<file path="src/rtl/tail_light_decoder.sv">
// rtl/tail_light_decoder.sv - tail-light sequence decoder with saturating event counters
//
// Watches a 6-bit lamp pattern and recognises three-step left, right and
// hazard sequences, each closed by an all-off sample. It also flags protocol
// violations.
//   clk       : system clock, rising edge
//   reset     : synchronous active-high reset
//   y         : lamp pattern, y[5:3] left lamps, y[2:0] right lamps
//   clear     : synchronous active-high counter clear
//   left_det  : one-cycle pulse, left sequence completed
//   right_det : one-cycle pulse, right sequence completed
//   haz_det   : one-cycle pulse, hazard sequence completed
//   err       : one-cycle pulse, protocol violation
//   busy      : high while a sequence is in progress
//   *_cnt     : saturating event counters, CNT_W bits each
module tail_light_decoder #(
   parameter int CNT_W = 8
) (
   input  logic             clk,
   input  logic             reset,
   input  logic [5:0]       y,
   input  logic             clear,
   output logic             left_det,
   output logic             right_det,
   output logic             haz_det,
   output logic             err,
   output logic             busy,
   output logic [CNT_W-1:0] left_cnt,
   output logic [CNT_W-1:0] right_cnt,
   output logic [CNT_W-1:0] haz_cnt,
   output logic [CNT_W-1:0] err_cnt
);

   typedef enum logic [3:0] {
      S_IDLE, S_SL1, S_SL2, S_SL3, S_SR1, S_SR2, S_SR3,
      S_SE1, S_SE2, S_SE3, S_RESYNC
   } state_t;

   localparam logic [5:0] P_OFF = 6'b000_000;
   localparam logic [5:0] P_L1  = 6'b001_000;
   localparam logic [5:0] P_L2  = 6'b011_000;
   localparam logic [5:0] P_L3  = 6'b111_000;
   localparam logic [5:0] P_R1  = 6'b000_100;
   localparam logic [5:0] P_R2  = 6'b000_110;
   localparam logic [5:0] P_R3  = 6'b000_111;
   localparam logic [5:0] P_E1  = 6'b001_100;
   localparam logic [5:0] P_E2  = 6'b011_110;
   localparam logic [5:0] P_E3  = 6'b111_111;

   localparam logic [CNT_W-1:0] C_ONE = CNT_W'(1);

   state_t           r_state;
   logic             r_left_det, r_right_det, r_haz_det, r_err, r_busy;
   logic [CNT_W-1:0] r_left_cnt, r_right_cnt, r_haz_cnt, r_err_cnt;

   state_t w_next;
   logic   w_left, w_right, w_haz, w_err, w_busy;

   // Next-state decode. Every mid-sequence state accepts exactly one pattern;
   // anything else is a violation that parks the FSM in RESYNC.
   always_comb begin
      w_next  = r_state;
      w_left  = 1'b0;
      w_right = 1'b0;
      w_haz   = 1'b0;
      w_err   = 1'b0;
      case (r_state)
         S_IDLE: begin
            if (y == P_OFF)     w_next = S_IDLE;
            else if (y == P_L1) w_next = S_SL1;
            else if (y == P_R1) w_next = S_SR1;
            else if (y == P_E1) w_next = S_SE1;
            else begin
               w_next = S_RESYNC;
               w_err  = 1'b1;
            end
         end
         S_SL1: if (y == P_L2) w_next = S_SL2; else begin w_next = S_RESYNC; w_err = 1'b1; end
         S_SL2: if (y == P_L3) w_next = S_SL3; else begin w_next = S_RESYNC; w_err = 1'b1; end
         S_SR1: if (y == P_R2) w_next = S_SR2; else begin w_next = S_RESYNC; w_err = 1'b1; end
         S_SR2: if (y == P_R3) w_next = S_SR3; else begin w_next = S_RESYNC; w_err = 1'b1; end
         S_SE1: if (y == P_E2) w_next = S_SE2; else begin w_next = S_RESYNC; w_err = 1'b1; end
         S_SE2: if (y == P_E3) w_next = S_SE3; else begin w_next = S_RESYNC; w_err = 1'b1; end
         S_SL3: begin
            if (y == P_OFF) begin w_next = S_IDLE; w_left = 1'b1; end
            else begin w_next = S_RESYNC; w_err = 1'b1; end
         end
         S_SR3: begin
            if (y == P_OFF) begin w_next = S_IDLE; w_right = 1'b1; end
            else begin w_next = S_RESYNC; w_err = 1'b1; end
         end
         S_SE3: begin
            if (y == P_OFF) begin w_next = S_IDLE; w_haz = 1'b1; end
            else begin w_next = S_RESYNC; w_err = 1'b1; end
         end
         // Silent until the lamps go dark, so one glitch costs one err.
         S_RESYNC: if (y == P_OFF) w_next = S_IDLE;
         default: w_next = S_IDLE;
      endcase
      // busy is registered from the next state so it lines up with the state.
      w_busy = (w_next != S_IDLE) && (w_next != S_RESYNC);
   end

   always_ff @(posedge clk) begin
      if (reset) begin
         r_state     <= S_IDLE;
         r_left_det  <= 1'b0;
         r_right_det <= 1'b0;
         r_haz_det   <= 1'b0;
         r_err       <= 1'b0;
         r_busy      <= 1'b0;
      end else begin
         r_state     <= w_next;
         r_left_det  <= w_left;
         r_right_det <= w_right;
         r_haz_det   <= w_haz;
         r_err       <= w_err;
         r_busy      <= w_busy;
      end
   end

   // Counters advance on the same edge that raises the pulse, so a count
   // is visible together with its pulse; clear beats that increment.
   always_ff @(posedge clk) begin
      if (reset || clear) begin
         r_left_cnt  <= '0;
         r_right_cnt <= '0;
         r_haz_cnt   <= '0;
         r_err_cnt   <= '0;
      end else begin
         if (w_left  && (r_left_cnt  != '1)) r_left_cnt  <= r_left_cnt  + C_ONE;
         if (w_right && (r_right_cnt != '1)) r_right_cnt <= r_right_cnt + C_ONE;
         if (w_haz   && (r_haz_cnt   != '1)) r_haz_cnt   <= r_haz_cnt   + C_ONE;
         if (w_err   && (r_err_cnt   != '1)) r_err_cnt   <= r_err_cnt   + C_ONE;
      end
   end

   assign left_det  = r_left_det;
   assign right_det = r_right_det;
   assign haz_det   = r_haz_det;
   assign err       = r_err;
   assign busy      = r_busy;
   assign left_cnt  = r_left_cnt;
   assign right_cnt = r_right_cnt;
   assign haz_cnt   = r_haz_cnt;
   assign err_cnt   = r_err_cnt;

endmodule

</file>
<file path="config.mk">
export PLATFORM = sky130hd
export DESIGN_NAME = tail_light_decoder
export DESIGN_NICKNAME = d
export VERILOG_FILES = /design/src/rtl/tail_light_decoder.sv
export SDC_FILE = /design/constraint.sdc
export NUM_CORES = 1
export LEC_CHECK = 0
export BUFFER_PORTS_ARGS = -buffer_cell sky130_fd_sc_hd__clkbuf_2
export CORE_ASPECT_RATIO = 1.1
export CORE_UTILIZATION = 40
export DETAILED_ROUTE_END_ITERATION = 8
export PLACE_DENSITY = 0.69
export SYNTH_ARGS = -nofsm -noshare
export SYNTH_HDL_FRONTEND = slang
export SYNTH_SLANG_ARGS = --single-unit
</file>
<file path="constraint.sdc">
create_clock -name clk -period 6 [get_ports clk]
set_input_delay 0.6 -clock clk [delete_from_list [all_inputs] [get_ports clk]]
set_output_delay 0.6 -clock clk [all_outputs]
set_load 0.02 [all_outputs]
</file>
# == Yosys cells after proc, flatten, opt, wreduce, memory -nomap -nowiden ==
# Index checks and enable logic that the tools add are counted.
# totals
reg_bits,41
input_bits,9
output_inout_bits,37
elab_cells,77
# op_classes
n_addsub,4
n_eq_ne,24
mux,29
reduce_logical,10
# op_table
cell,count
$mux W4,10
$pmux W4 S9,1
$add A8 B1 Y8 const B,4
$ne A8 B8 Y1 const B,4
$eq A6 B3 Y1 const B,3
$eq A4 B3 Y1 const B,4
$mux W1,15
$eq A4 B4 Y1 const B,3
$eq A6 B4 Y1 const B,2
$eq A6 B5 Y1 const B,2
$eq A6 B6 Y1 const B,2
$eq A4 B2 Y1 const B,2
$pmux W1 S8,1
$logic_not A6 Y1,1
$logic_and A1 B1 Y1,5
$eq A4 B1 Y1 const B,1
$logic_not A4 Y1,1
$mux W2,2
$ne A4 B4 Y1 const B,1
$reduce_bool A4 Y1,1
$reduce_or A3 Y1,1
$logic_or A1 B1 Y1,1

# == Logic depth before layout (Yosys ltp) ==
# logic_depth
word_depth,8
ltp_mapped,9
ltp_nobuf,7

# == Worst setup path before layout ==
# OpenSTA, ideal clock, no wires.
# synth_path
path_kind,input to register
from,input port y[0]
to,"register r_err_cnt[6], in the netlist err_cnt[6]"
setup_time_ns,0.127
t_arrival_ns,2.304
required_time_ns,5.873
path_slack_ns,3.569
cell_stages,9
n_path_buf,3
cell_sequence,buf_6 > or4_4 > buf_6 > nor2_1 > nor2_1 > nor4b_4 > buf_6 > o21bai_1 > nor3b_1
# synth_via
elab_chain_cells,7
word_cells_on_any_way,23
classes_between,eq/ne (9); mux (12); reduce/logical (2)
# synth_rtl
item,line,source
from (decl),21,"input logic [5:0] y,"
$eq A6 B4 Y1,72,else if (y == P_E1) w_next = S_SE1;
$mux W1,72,
$mux W1,71,else if (y == P_R1) w_next = S_SR1;
$mux W1,70,else if (y == P_L1) w_next = S_SL1;
$mux W1,69,if (y == P_OFF) w_next = S_IDLE;
$pmux W1 S8 *,67,case (r_state)
$logic_and A1 B1 Y1 *,134,if (w_err && (r_err_cnt != '1)) r_err_cnt <= r_err_cnt + C_ONE;
to (signal assigned),134,
to (decl),54,"logic [CNT_W-1:0] r_left_cnt, r_right_cnt, r_haz_cnt, r_err_cnt;"
# Every way passes the cells marked *; elsewhere a longest branch is shown, timed or not.
# A chain may end at the register's enable or synchronous reset.

# == Final worst setup path ==
# layout_path
from,register r_state[2]
to,"register r_err_cnt[6], in the netlist err_cnt[6]"
# layout_via
elab_chain_cells,4
word_cells_on_any_way,13
classes_between,eq/ne (9); mux (1); reduce/logical (3)
# layout_rtl
item,line,source
from (decl),52,state_t r_state;
from (signal assigned),113,r_state <= w_next;
"$eq A4 B4 Y1, or another cell as far along",67,
$reduce_or A3 Y1 (no line),n/a,
$pmux W1 S8 *,67,
$logic_and A1 B1 Y1 *,134,
# Marks and branches as above.

==> flow_summary.toml <==
[pwr]
pwr-share-comb_pct = 13.7
intPower_mw = 0.431
swShare_pct = 25.5
powerDensity_nw_per_um2 = 220
vdd_drop_max_v = 0.000137
clockPowerShare_pct = 36.4
leakagePower_nw = 0.977
power.switching_mw = 0.148
p_seq_share_pct = 49.9

[cells_and_area]
final_cell_mix = "clkbuf_2, dfxtp_1, nor2_1, xor2_1, a21oi_1"
drive_gt1_share_pct = 22.4
final_area_um2 = 2630
layout.cells.most_common = "clkbuf_2"
register_area_um2 = 821
layout.nets = 312
final.fill_count = 559
final_core_util_pct = 48.1
antenna-diode-count = 0
syn_to_final_growth_pct = 14.7
multiInputGateArea_um2 = 1370

[setup_path]
crit_required_ps = 6160
critPathMaxFanout = 17
cp.arrival_ps = 2810
worstSetupEndpointType = "flop"
start_kind = "flop"
reg2regPathDepth = 6
reg2reg_to = "err_cnt[6]$_SDFFE_PP0P_"
path_class = "reg -> reg"
reg2reg_slack_ps = 3340
timing.rr.start = "r_state[2]$_SDFF_PP0_"

[hold_path]
min_from = "err_cnt[4]$_SDFFE_PP0P_"
hold_path_end = "err_cnt[4]$_SDFFE_PP0P_"
hold_depth = 2
hold_path_class = "reg -> reg"

[timing]
finalCriticalPeriod_ps = 2660
finalCritPeriodShare_pct = 44.3
hold_violations = 0
skew_ps = 9.30
grt_setup_unrepaired = "false"
slew_viol_final = 0
slew_headroom_pct = 50.2
worst_slew_pin_slew_ps = 743
finalSetupViolations = 0
fmax_ghz = 0.376
fin_tns_setup_ps = 0

[floorplan]
core_region_area_um2 = 5470
rows = 28
io_pins = 46
die_h_um = 81.4
die_w_um = 74.2
start_util_pct = 41.9
die_area_um2 = 6030

[routing]
top_layer = "met4"
firstDrtPassIters = 4
drc = 0
routed_wl_um = 4810
wl_met3_um = 228
ant_nets = 0
routedWlPerCell_um = 12.9
viasPerCell = 5.46
drt-initial-drc-count = 111
wl_met2_um = 2190
via_count = 2042
drt-met1-wl_um = 2320

[global_routing]
overflow = 0
grt_pass1_wl_um = 8220
grt_use_total_pct = 17.7
first_global_vias = 1814
grt_max_degree = 33
antenna_found_initial = 0

[synthesis]
synth_warnings = 0
yosysSeqAreaShare_pct = 35.8
synth_edf_count = 0
synth_area_leaders = "dfxtp_1, nor2_1, xor2_1, nand4_1, a21oi_1"
synth.avg_cell_area_um2 = 8.78
ys.flop_type = "dfxtp_1"
ys_types = 57
yosysTopAreaCell = "dfxtp_1"
async_reset_ff_share_pct = 0
ys_ff_latch = 41
syn_inst = 261
syn_area_um2 = 2290
synth.net_count = 274
yosysTopAreaCellShare_pct = 35.8

[clock_network]
htreeDepth = 2
path_clk_slew_ps = 80
clk-insertion-delay-late_ps = 290
clock_sinks = 41
postCtsSetupRepairBufs = 0
ctsResizeCount = 0
ctsRootBufferMaster = "clkbuf_8"
holdBufCountCts = 0
clk_path_buf_depth = 2
cts_tree = "done"
cts_buffers = 5

[job]
maxCapViolations = 0

[placed_design]
dpl-instance-area_um2 = 2520
place.gp.congestion = 0.853
place_hpwl_um = 3480
io_buffers = 45

[run_status]
status = "finished clean"
## worst max path at each step
stage	cells past startpoint	slack [ps]	startpoint	to
after global routing	6	3120	r_state[2]$_SDFF_PP0_	err_cnt[6]$_SDFFE_PP0P_
after CTS	6	3360	r_state[2]$_SDFF_PP0_	err_cnt[6]$_SDFFE_PP0P_
final	6	3340	r_state[2]$_SDFF_PP0_	err_cnt[6]$_SDFFE_PP0P_
after detailed placement	7	3160	y[1]	err_cnt[6]$_SDFFE_PP0P_
after global placement	7	3230	y[1]	err_cnt[6]$_SDFFE_PP0P_
after floorplan	9	3570	y[0]	err_cnt[6]$_SDFFE_PP0P_
## final cells by class
class | instances | area share, %
Multi-Input combinational cell | 201 | 52.0
Sequential cell | 41 | 31.2
Timing Repair Buffer | 45 | 8.57
Tap cell | 75 | 3.57
Clock buffer | 5 | 2.62
Clock inverter | 2 | 1.33
Inverter | 5 | 0.714
## metrics by stage
step | cells | power, mW | worst slack [ps] | hold slack, ps
floorplan | 261 | 0.360 | 3570 | 570
global placement | 367 | 0.373 | 3230 | 497
detailed placement | 367 | 0.374 | 3160 | 508
CTS | 374 | 0.585 | 3360 | 521
global route | 374 | 0.606 | 3120 | 562
finish | 374 | 0.578 | 3340 | 515
## cell families after synthesis
logic type | count (synthesis) | share of synthesized area [%]
xor+xnor | 21 | 8.03
mux | 3 | 1.31
compound gates | 49 | 15.6
flops | 41 | 35.8
fa+ha+maj | 6 | 3.06
buf+inv | 19 | 4.53
simple gates | 122 | 31.6
## synth_stat cells (3+ instances only)
library cell   n
nand2_1       11
a21oi_1       14
buf_6          4
nor2_1        33
inv_1          4
and2_1         3
o211ai_1       3
ha_1           4
nand4_1       12
nand3b_1       3
nor3_1         5
a31oi_1        3
xnor2_1        7
nor3b_1        3
o21ai_0        4
nor2b_1        6
nand3_1       10
dfxtp_1       41
clkbuf_1       6
or3_1         10
mux2i_1        3
and3_1         6
xor2_1        14
o21ai_1        5
## metal layers
metal / GRT usage, % / vias up
li1: - / 1030
met1: 23.2 / 957
met2: 27.5 / 49
met3: 4.84 / 6
met4: 6.73 / 0
met5: 0 / -
## flip-flops by register name, indices dropped and copies added (netlist names)
signal     count
err_cnt        8
haz_cnt        8
left_cnt       8
right_cnt      8
r_state        4
busy           1
err            1
haz_det        1
left_det       1
right_det      1
## critical path, stage by stage, from the launching register on
cell and delay [ps]:
dfxtp_1 620, inv_2 190, or4_1 560, a32oi_1 210, nor4b_4 660, o21bai_1 140
nor3b_1 150
## power by group through the flow
| stage | Combinational, mW | Clock, mW | Sequential, mW |
|---|---|---|---|
| 2_1_floorplan | 0.0671 | 0 | 0.293 |
| 3_3_place_gp | 0.0781 | 0 | 0.295 |
| 3_5_place_dp | 0.0793 | 0 | 0.295 |
| 4_1_cts | 0.0795 | 0.217 | 0.288 |
| 5_1_grt | 0.0871 | 0.230 | 0.290 |
| 6_report | 0.0793 | 0.210 | 0.288 |
Note: power is estimated with default switching activity, not from simulation.
